**src/rtl/ascon_pkg.sv**
```systemverilog
// Shared types and constants for the ASCON round scheduler.
// Holds the sequencer state encoding, block-type codes and round indices.
// Imported by the scheduler and its round counter.
package ascon_pkg;

    typedef enum logic [2:0] {
        IDLE     = 3'd0,
        INIT     = 3'd1,
        WAIT_BLK = 3'd2,
        PERM     = 3'd3,
        FINAL    = 3'd4,
        DONE     = 3'd5
    } state_e;

    // Host block type as carried on in_type_i
    localparam logic BLK_AD = 1'b0;
    localparam logic BLK_PT = 1'b1;

    // Round indices: p12 runs 0..11, p8 runs 4..11
    localparam int P12_FIRST  = 0;
    localparam int P8_FIRST   = 4;
    localparam int LAST_ROUND = 11;

endpackage

```
**src/rtl/ascon_round_counter.sv**
```systemverilog
// Round counter for the ASCON permutation FSM; also flags the last active round.
// Latency: loads/increments visible one cycle later; perm_done_o is combinational.
// No backpressure: follows the FSM init/active strobes every cycle.
module ascon_round_counter #(
    parameter int P12_FIRST  = ascon_pkg::P12_FIRST,
    parameter int P8_FIRST   = ascon_pkg::P8_FIRST,
    parameter int LAST_ROUND = ascon_pkg::LAST_ROUND
) (
    input  logic       clock_i,
    input  logic       reset_i,
    input  logic       init_p12_i,
    input  logic       init_p8_i,
    input  logic       active_i,
    output logic [3:0] round_o,
    output logic       perm_done_o
);

    localparam logic [3:0] P12_R  = 4'(P12_FIRST);
    localparam logic [3:0] P8_R   = 4'(P8_FIRST);
    localparam logic [3:0] LAST_R = 4'(LAST_ROUND);

    logic [3:0] round_q;
    logic [3:0] round_d;

    // Next round: p12 load has priority over p8 load, then saturating increment
    always_comb begin
        round_d = round_q;
        if (init_p12_i) begin
            round_d = P12_R;
        end else if (init_p8_i) begin
            round_d = P8_R;
        end else if (active_i && (round_q != LAST_R)) begin
            round_d = round_q + 4'd1;
        end
    end

    // Round register
    always_ff @(posedge clock_i or posedge reset_i) begin
        if (reset_i) begin
            round_q <= 4'd0;
        end else begin
            round_q <= round_d;
        end
    end

    assign round_o     = round_q;
    assign perm_done_o = active_i && (round_q == LAST_R);

endmodule

```
**src/rtl/ascon_round_scheduler.sv**
```systemverilog
// Sequences the ASCON permutation FSM from a host AD/PT block stream.
// Latency: start/data_valid pulses one cycle after the triggering event; done one cycle after last perm_done.
// Backpressure: in_ready_o is high only in WAIT_BLK; blocks offered elsewhere wait for it.
module ascon_round_scheduler #(
    parameter int DATA_W     = 64,
    parameter int P12_FIRST  = ascon_pkg::P12_FIRST,
    parameter int P8_FIRST   = ascon_pkg::P8_FIRST,
    parameter int LAST_ROUND = ascon_pkg::LAST_ROUND,
    parameter int CNT_W      = 8
) (
    input  logic              clock_i,
    input  logic              reset_i,
    input  logic              cmd_start_i,
    input  logic              in_valid_i,
    output logic              in_ready_o,
    input  logic [DATA_W-1:0] in_data_i,
    input  logic              in_type_i,
    input  logic              in_last_i,
    input  logic              init_round_p12_i,
    input  logic              init_round_p8_i,
    input  logic              active_round_i,
    output logic [3:0]        round_o,
    output logic              start_o,
    output logic              data_valid_o,
    output logic [DATA_W-1:0] block_o,
    output logic              busy_o,
    output logic              done_o,
    output logic              error_o,
    output logic [CNT_W-1:0]  block_cnt_o
);

    import ascon_pkg::*;

    logic perm_done;

    ascon_round_counter #(
        .P12_FIRST  (P12_FIRST),
        .P8_FIRST   (P8_FIRST),
        .LAST_ROUND (LAST_ROUND)
    ) u_round_counter (
        .clock_i     (clock_i),
        .reset_i     (reset_i),
        .init_p12_i  (init_round_p12_i),
        .init_p8_i   (init_round_p8_i),
        .active_i    (active_round_i),
        .round_o     (round_o),
        .perm_done_o (perm_done)
    );

    state_e            state_q, state_d;
    logic              start_q, start_d;
    logic              dv_q, dv_d;
    logic [DATA_W-1:0] block_q, block_d;
    logic [CNT_W-1:0]  cnt_q, cnt_d;
    logic              err_q, err_d;
    logic              seen_pt_q, seen_pt_d;   // a PT block was accepted in this operation
    logic              last_pt_q, last_pt_d;   // the block in flight is the final PT block

    // Sequencer next-state, pulse generation and block bookkeeping
    always_comb begin
        state_d   = state_q;
        start_d   = 1'b0;
        dv_d      = 1'b0;
        block_d   = block_q;
        cnt_d     = cnt_q;
        err_d     = err_q;
        seen_pt_d = seen_pt_q;
        last_pt_d = last_pt_q;
        case (state_q)
            IDLE: begin
                if (cmd_start_i) begin
                    start_d   = 1'b1;
                    cnt_d     = '0;
                    err_d     = 1'b0;
                    seen_pt_d = 1'b0;
                    last_pt_d = 1'b0;
                    state_d   = INIT;
                end
            end
            INIT: begin
                if (perm_done) begin
                    state_d = WAIT_BLK;
                end
            end
            WAIT_BLK: begin
                if (in_valid_i) begin
                    if ((in_type_i == BLK_AD) && seen_pt_q) begin
                        // AD after PT is out of order: drop it and abort
                        err_d   = 1'b1;
                        state_d = IDLE;
                    end else begin
                        block_d   = in_data_i;
                        cnt_d     = (cnt_q == {CNT_W{1'b1}}) ? cnt_q : cnt_q + CNT_W'(1);
                        dv_d      = 1'b1;
                        // in_last_i only marks the end of the message on PT blocks
                        last_pt_d = (in_type_i == BLK_PT) && in_last_i;
                        if (in_type_i == BLK_PT) begin
                            seen_pt_d = 1'b1;
                        end
                        state_d = PERM;
                    end
                end
            end
            PERM: begin
                if (perm_done) begin
                    if (last_pt_q) begin
                        dv_d    = 1'b1;
                        state_d = FINAL;
                    end else begin
                        state_d = WAIT_BLK;
                    end
                end
            end
            FINAL: begin
                if (perm_done) begin
                    state_d = DONE;
                end
            end
            DONE: begin
                state_d = IDLE;
            end
            default: begin
                state_d = IDLE;
            end
        endcase
    end

    // Sequencer state, pulse and block registers
    always_ff @(posedge clock_i or posedge reset_i) begin
        if (reset_i) begin
            state_q   <= IDLE;
            start_q   <= 1'b0;
            dv_q      <= 1'b0;
            block_q   <= '0;
            cnt_q     <= '0;
            err_q     <= 1'b0;
            seen_pt_q <= 1'b0;
            last_pt_q <= 1'b0;
        end else begin
            state_q   <= state_d;
            start_q   <= start_d;
            dv_q      <= dv_d;
            block_q   <= block_d;
            cnt_q     <= cnt_d;
            err_q     <= err_d;
            seen_pt_q <= seen_pt_d;
            last_pt_q <= last_pt_d;
        end
    end

    assign in_ready_o   = (state_q == WAIT_BLK);
    assign busy_o       = (state_q != IDLE);
    assign done_o       = (state_q == DONE);
    assign start_o      = start_q;
    assign data_valid_o = dv_q;
    assign block_o      = block_q;
    assign block_cnt_o  = cnt_q;
    assign error_o      = err_q;

endmodule

```
**config.mk**
```make
export PLATFORM = sky130hd
export DESIGN_NAME = ascon_round_scheduler
export DESIGN_NICKNAME = d
export VERILOG_FILES = /design/src/rtl/ascon_pkg.sv /design/src/rtl/ascon_round_counter.sv /design/src/rtl/ascon_round_scheduler.sv
export SDC_FILE = /design/constraint.sdc
export NUM_CORES = 1
export LEC_CHECK = 0
export ABC_AREA = 1
export CAP_MARGIN = 10
export CORE_MARGIN = 2
export CORE_UTILIZATION = 45
export CTS_CLUSTER_SIZE = 16
export DETAILED_ROUTE_END_ITERATION = 12
export PLACE_DENSITY = 0.83
export SETUP_SLACK_MARGIN = 0.1
export SKIP_CTS_REPAIR_TIMING = 1
export SLEW_MARGIN = 20
export SYNTH_ARGS = -nofsm -noshare
export SYNTH_HDL_FRONTEND = slang
export SYNTH_SLANG_ARGS = --single-unit
```
**constraint.sdc**
```tcl
create_clock -name clock_i -period 8.3 [get_ports clock_i]
set_input_delay 1.66 -clock clock_i [delete_from_list [all_inputs] [get_ports clock_i]]
set_output_delay 1.66 -clock clock_i [all_outputs]
set_load 0.03 [all_outputs]
```
==> results of run 1 <==
==> state kept, by name, summed over array words and instances (netlist names) <==
name,cells
block_o,64
start_o,1
u_round_counter.round_o,4
seen_pt_q,1
state_q,3
last_pt_q,1
data_valid_o,1
error_o,1
block_cnt_o,8
==> worst min path at each step <==
stage	from	slack (ns)	cells after the start	endpoint
2_1_floorplan	seen_pt_q$_DFFE_PP0P_	0.46	2	seen_pt_q$_DFFE_PP0P_
3_3_place_gp	block_o[39]$_DFFE_PP0P_	0.45	2	block_o[39]$_DFFE_PP0P_
3_5_place_dp	block_o[12]$_DFFE_PP0P_	0.46	2	block_o[12]$_DFFE_PP0P_
4_1_cts	block_o[26]$_DFFE_PP0P_	0.48	2	block_o[26]$_DFFE_PP0P_
5_1_grt	block_o[22]$_DFFE_PP0P_	0.50	2	block_o[22]$_DFFE_PP0P_
6_report	block_o[26]$_DFFE_PP0P_	0.47	2	block_o[26]$_DFFE_PP0P_
==> power groups by stage <==
stage	combinational (mW)	clock, mW	sequential [mW]
global placement	0.970	0	0.669
detailed placement	0.998	0	0.670
floorplan	0.309	0	0.949
global route	1.07	0.310	0.686
CTS	0.999	0.289	0.668
finish	0.988	0.279	0.668
==> critical path: stages, from the launching register on <==
cell	delay (ns)
dfrtp_1	0.40
inv_2	0.14
nand2_1	0.12
nor2_4	0.21
clkdlybuf4s50_1	0.71
==> routing by layer <==
metal | vias to the layer above | part of all wire | global-route usage
li1 | 1727 | - | -
met1 | 1654 | 0.42 | 0.270
met2 | 140 | 0.49 | 0.383
met3 | 16 | 0.068 | 0.0387
met4 | 0 | 0.020 | 0.0964
met5 | - | 0 | 0
==> stage by stage <==
step | worst slack (ns) | cells | util | hold slack, ns | instance area (µm²)
after floorplan | 4.47 | 456 | - | 0.463 | 3770
after CTS | 4.59 | 710 | 0.675 | 0.477 | 5520
final | 4.72 | 710 | 0.676 | 0.473 | 5520
after global routing | 4.64 | 710 | 0.676 | 0.498 | 5520
after detailed placement | 4.24 | 695 | 0.651 | 0.458 | 5330
after global placement | 4.27 | 695 | 0.651 | 0.453 | 5330
==> final cells by class <==
cell class | count | area, µm²
clock buffers | 10 | 138
fillers | 653 | 2650
multi-input cells | 327 | 1460
repair buffers | 156 | 1550
well taps | 105 | 131
inverters | 23 | 87.6
clock inverters | 5 | 52.6
flip-flops and latches | 84 | 2100
==> cells by family after synthesis <==
group           count (synthesis)  synth area share
simple gates                  307             0.352
fa+ha+maj                       2           0.00663
flops                          84             0.557
buf+inv                        45            0.0590
compound gates                 18            0.0252
==> layout by cell type (no fill, tap or decap), types with 3 or more instances in the layout <==
master,n
o21ai_0,12
clkinv_2,4
dfrtp_1,84
nor2_1,33
nor2_4,3
nand3_1,77
buf_4,3
clkbuf_8,10
inv_2,3
nand2_1,179
clkdlybuf4s50_1,153
a21oi_1,4
inv_1,19
==> metrics.md, run 1 <==
| Metric | Value |
|---|---|
| Period minus WS final | `3.58 ns` |
| Worst reg2reg startpoint | `state_q[0]$_DFFE_PP0P_` |
| Final Hold Viols | `0` |
| Fin crit share | `0.432` |
| CTS H-tree depth | `3` |
| Worst-skew pair later-pin latency | `0.34 ns` |
| Sequential area share after synthesis | `0.557` |
| Post-synth top cells | `nand2_1 (180), dfrtp_1 (84), nand3_1 (77)` |
| Root Buffer | `clkbuf_8` |
| Post-synthesis register bit count | `84` |
| Register share of total power | `0.345` |
| CTS max path bufs | `2` |
| CP Launch Type | `flop` |
| Post-synth EDFFs | `0` |
| Post-DP HPWL | `6.94 mm` |
| Sw Ratio | `0.435` |
| # port buffers | `154` |
| Avg Cell Area, Syn | `8.28 µm²` |
| F_max | `0.279 GHz` |
| Total Power | `1.94 mW` |
| Number of routed nets with antenna violations | `0` |
| First-pass GRT wire length | `15.7 mm` |
| Total core area | `0.00818 mm²` |
| CP Capture Point | `in_ready_o` |
| Final net count | `676` |
| Area contributors post-synth | `dfrtp_1 (56%), nand2_1 (18%), nand3_1 (10%), nor2_1 (3.3%), inv_1 (2.0%)` |
| Syn. warnings | `0` |
| Worst reg2reg endpoint | `state_q[1]$_DFFE_PP0P_` |
| Crit path arrival time | `1.92 ns` |
| Syn nets | `531` |
| Overflow after GRT | `0` |
| Status | `finished, final reports clean` |
| Max cap viols | `0` |
| CP Capture Type | `output pin` |
| Worst r2r path cells | `8` |
| I/O Pins | `155` |
| Critical Path RT | `6.64 ns` |
| Async S/R FF share, synth | `1.00` |
| Cells after Synth | `456` |
| Comb power frac | `0.510` |
| Endpoints failing setup | `0` |
| Ys flop type | `dfrtp_1` |
| CTS tree | `built` |
| Die Height | `95.6 µm` |
| Layout area overhead | `46.3%` |
| Leakage | `2.66 nW` |
| Worst Skew | `0.00647 ns` |
| Min-Delay Path Class | `flop to flop` |
| Residual DRC | `0` |
| Clock-pin transition on the worst setup and hold timing paths | `0.07 ns` |
| R2R setup slack | `6.42 ns` |
| Tightest Pin Transition | `0.689 ns` |
| Cell Area, Synth | `0.00377 mm²` |
| DR WL/cell | `13.8 µm` |
| WL final | `9.78 mm` |
| Largest net degree at the start of global routing | `68` |
| GP Congestion | `0.885` |
| Worst-path fanout max | `7` |
| Initial Utilization | `0.462` |
| Most common cell in the netlist | `nand2_1` |
| Routed vias/inst | `4.98` |
| Final slew viol count | `0` |
| Layout cell share with drive strength beyond 1 | `0.0545` |
| Cell Rows | `33` |
| Pint | `1.09 mW` |
| Slew headroom | `0.541` |
| Via count | `3537` |
| Setup TNS | `0 ns` |
| VDD IR max | `0.172 mV` |
| Library cells used by synthesis | `27` |
| Diodes inserted | `0` |
| Area leader, netlist | `dfrtp_1` |
| RSZ-0062 raised after global routing | `no` |
| Vias in the first global route | `3558` |
| GRT Total Usage | `0.221` |
| Die Footprint | `0.00914 mm²` |
| First-pass DRT Iterations | `4` |
| PD cells | `350 mW/mm²` |
| Die Span X | `95.6 µm` |
| CP startpoint | `state_q[2]$_DFFE_PP0P_` |
| Clock power frac | `0.144` |
| DR iter-0 viols | `143` |
| Initial antenna violation count | `0` |
| CTS sink cnt | `84` |
| Synth top area share | `0.557` |
| Worst setup path class | `flop to output pin` |
| Num CTS Buffers | `9` |
| Net Sw Power | `0.842 mW` |
Power figures use the tool's default switching activity.
==> inputs of run 2 (changes only) <==
Settings changed: CORE_UTILIZATION 45 to 43, PLACE_DENSITY 0.83 to 0.8.
Clock period 8.3 ns to 3.4 ns, I/O delays scaled along.
==> run 2 against run 1 <==
- combinational power is 150% higher
- register-to-register slack worse by 4.9 ns
- critical path depth stayed put
- final cell count is 0.85% higher
- core utilization is 2.9 points lower
- largest cell class unchanged
- global-route usage is 0.59 points lower
- critical path type unchanged
==> metrics.md, run 2 (synthesis gave the netlist of run 1 again) <==
| Metric | Value |
|---|---|
| Status | `finished, final reports clean` |
| Vias in the first global route | `3574` |
| Largest net degree at the start of global routing | `85` |
| Period minus WS final | `2.61 ns` |
| Diodes inserted | `0` |
| Critical-path cell list | `inv_2, nand2_1, nor2_4, clkdlybuf4s50_1` |
| Worst path slowest cell | `clkdlybuf4s50_1` |
| Fillers | `704` |
| DR iter-0 viols | `177` |
| F_max | `0.382 GHz` |
| Worst setup path class | `flop to output pin` |
| Commonest non-fill, non-tap cell in the layout | `nand2_1` |
| Setup TNS | `0 ns` |
| CTS max path bufs | `2` |
| Multi-input logic area | `0.00145 mm²` |
| CP peak stage delay | `0.72 ns` |
| Die Height | `97.7 µm` |
| Min-Delay Path Class | `flop to flop` |
| RSZ-0062 raised after global routing | `no` |
| Fin crit share | `0.769` |
| FF/Latch Area | `0.00210 mm²` |
| Cell Rows | `34` |
| Crit path arrival time | `1.93 ns` |
| Post-Layout Cell Count | `716` |
| CTS H-tree depth | `3` |
| Max cap viols | `0` |
| Layout cell share with drive strength beyond 1 | `0.0576` |
| CP Capture Type | `output pin` |
| Placed cell area | `0.00536 mm²` |
| Worst-path fanout max | `7` |
| Place WS | `0.938 ns` |
| Num CTS Buffers | `9` |
| CTS tree | `built` |
| Max reg flops | `64` |
| GRT Total Usage | `0.215` |
| Layout area overhead | `47.9%` |
| CP Launch Type | `flop` |
| Final net count | `678` |
| Residual DRC | `0` |
| Overflow after GRT | `0` |
| # placed instances | `700` |
| Worst Skew | `0.0179 ns` |
| R2R setup slack | `1.54 ns` |
| GP Congestion | `0.857` |
| Root Buffer | `clkbuf_8` |
| Die Footprint | `0.00954 mm²` |
| Fin Hold WS | `0.475 ns` |
| Most frequent cells in the layout | `nand2_1 (179), clkdlybuf4s50_1 (153), dfrtp_1 (84)` |
| Initial antenna violation count | `0` |
| Initial Utilization | `0.437` |
| VDD IR max | `0.444 mV` |
| Endpoints failing setup | `0` |
| Number of routed nets with antenna violations | `0` |
| Design Area, Final | `0.00558 mm²` |
| Via count | `3581` |
| CTS sink cnt | `84` |
| Final Worst Setup Slack | `0.785 ns` |
| # port buffers | `154` |
| Leakage | `2.68 nW` |
| DR WL/cell | `14.0 µm` |
| Routed vias/inst | `5.00` |
| Worst-skew pair later-pin latency | `0.35 ns` |
| First-pass DRT Iterations | `4` |
| Critical Path RT | `2.72 ns` |
| I/O Pins | `155` |
| WL final | `10.1 mm` |
| Final slew viol count | `0` |
| Clock-pin transition on the worst setup and hold timing paths | `0.09 ns` |
| First-pass GRT wire length | `16.7 mm` |
| Post-DP HPWL | `6.99 mm` |
| Die Span X | `97.7 µm` |
| PD cells | `871 mW/mm²` |
| Tightest Pin Transition | `0.668 ns` |
| Total core area | `0.00864 mm²` |
| Slew headroom | `0.555` |
| Final Hold Viols | `0` |
[run 2: cell types whose count changed in the layout (fill, tap and decap cells not counted)]
cell / delta
clkinv_2: -3
clkinv_4: +2
buf_12: +1
buf_2: +1
bufinv_16: +1
clkbuf_1: +1
nand2_2: +1
nand2_4: -1
[run 2: cell type report]
class / instances / area share
clock buffers: 11 / 0.0253
repair buffers: 158 / 0.283
flip-flops and latches: 84 / 0.377
multi-input cells: 327 / 0.260
clock inverters: 5 / 0.0152
inverters: 23 / 0.0157
well taps: 108 / 0.0242
[run 2: critical path, delay by kind of cell, from the launching register on]
| kind | cells | cell delay, ns |
|---|---|---|
| simple gates | 2 | 0.30 |
| flops | 1 | 0.42 |
| buf+inv | 2 | 0.87 |
[run 2: layer usage]
metal  global-route usage  wire, µm
met5                    0         0
met4               0.0897       269
met3               0.0504       631
met2                0.349      4840
met1                0.278      4320
[run 2: through the flow]
stage               power, mW  utilization
floorplan                3.07            -
global placement         4.01        0.620
detailed placement       4.09        0.620
CTS                      4.90        0.646
global route             5.15        0.646
finish                   4.86        0.646
[run 2: worst paths after layout]
path | start | endpoint | cells past startpoint
worst min-delay path | block_o[23]$_DFFE_PP0P_ | block_o[23]$_DFFE_PP0P_ | 2
min in group asynchronous | reset_i | block_cnt_o[7]$_DFFE_PP0P_ | 3
worst max register to register | state_q[0]$_DFFE_PP0P_ | block_o[47]$_DFFE_PP0P_ | 7
worst min register to register | block_o[23]$_DFFE_PP0P_ | block_o[23]$_DFFE_PP0P_ | 2
max in group asynchronous | reset_i | state_q[0]$_DFFE_PP0P_ | 3
worst max-delay path | state_q[2]$_DFFE_PP0P_ | in_ready_o | 4
[run 2: report_power, final]
part | internal (mW) | switching, mW | total (mW)
combinational | 0.942 | 1.49 | 2.43
sequential | 1.38 | 0.248 | 1.63
clock | 0.437 | 0.361 | 0.798
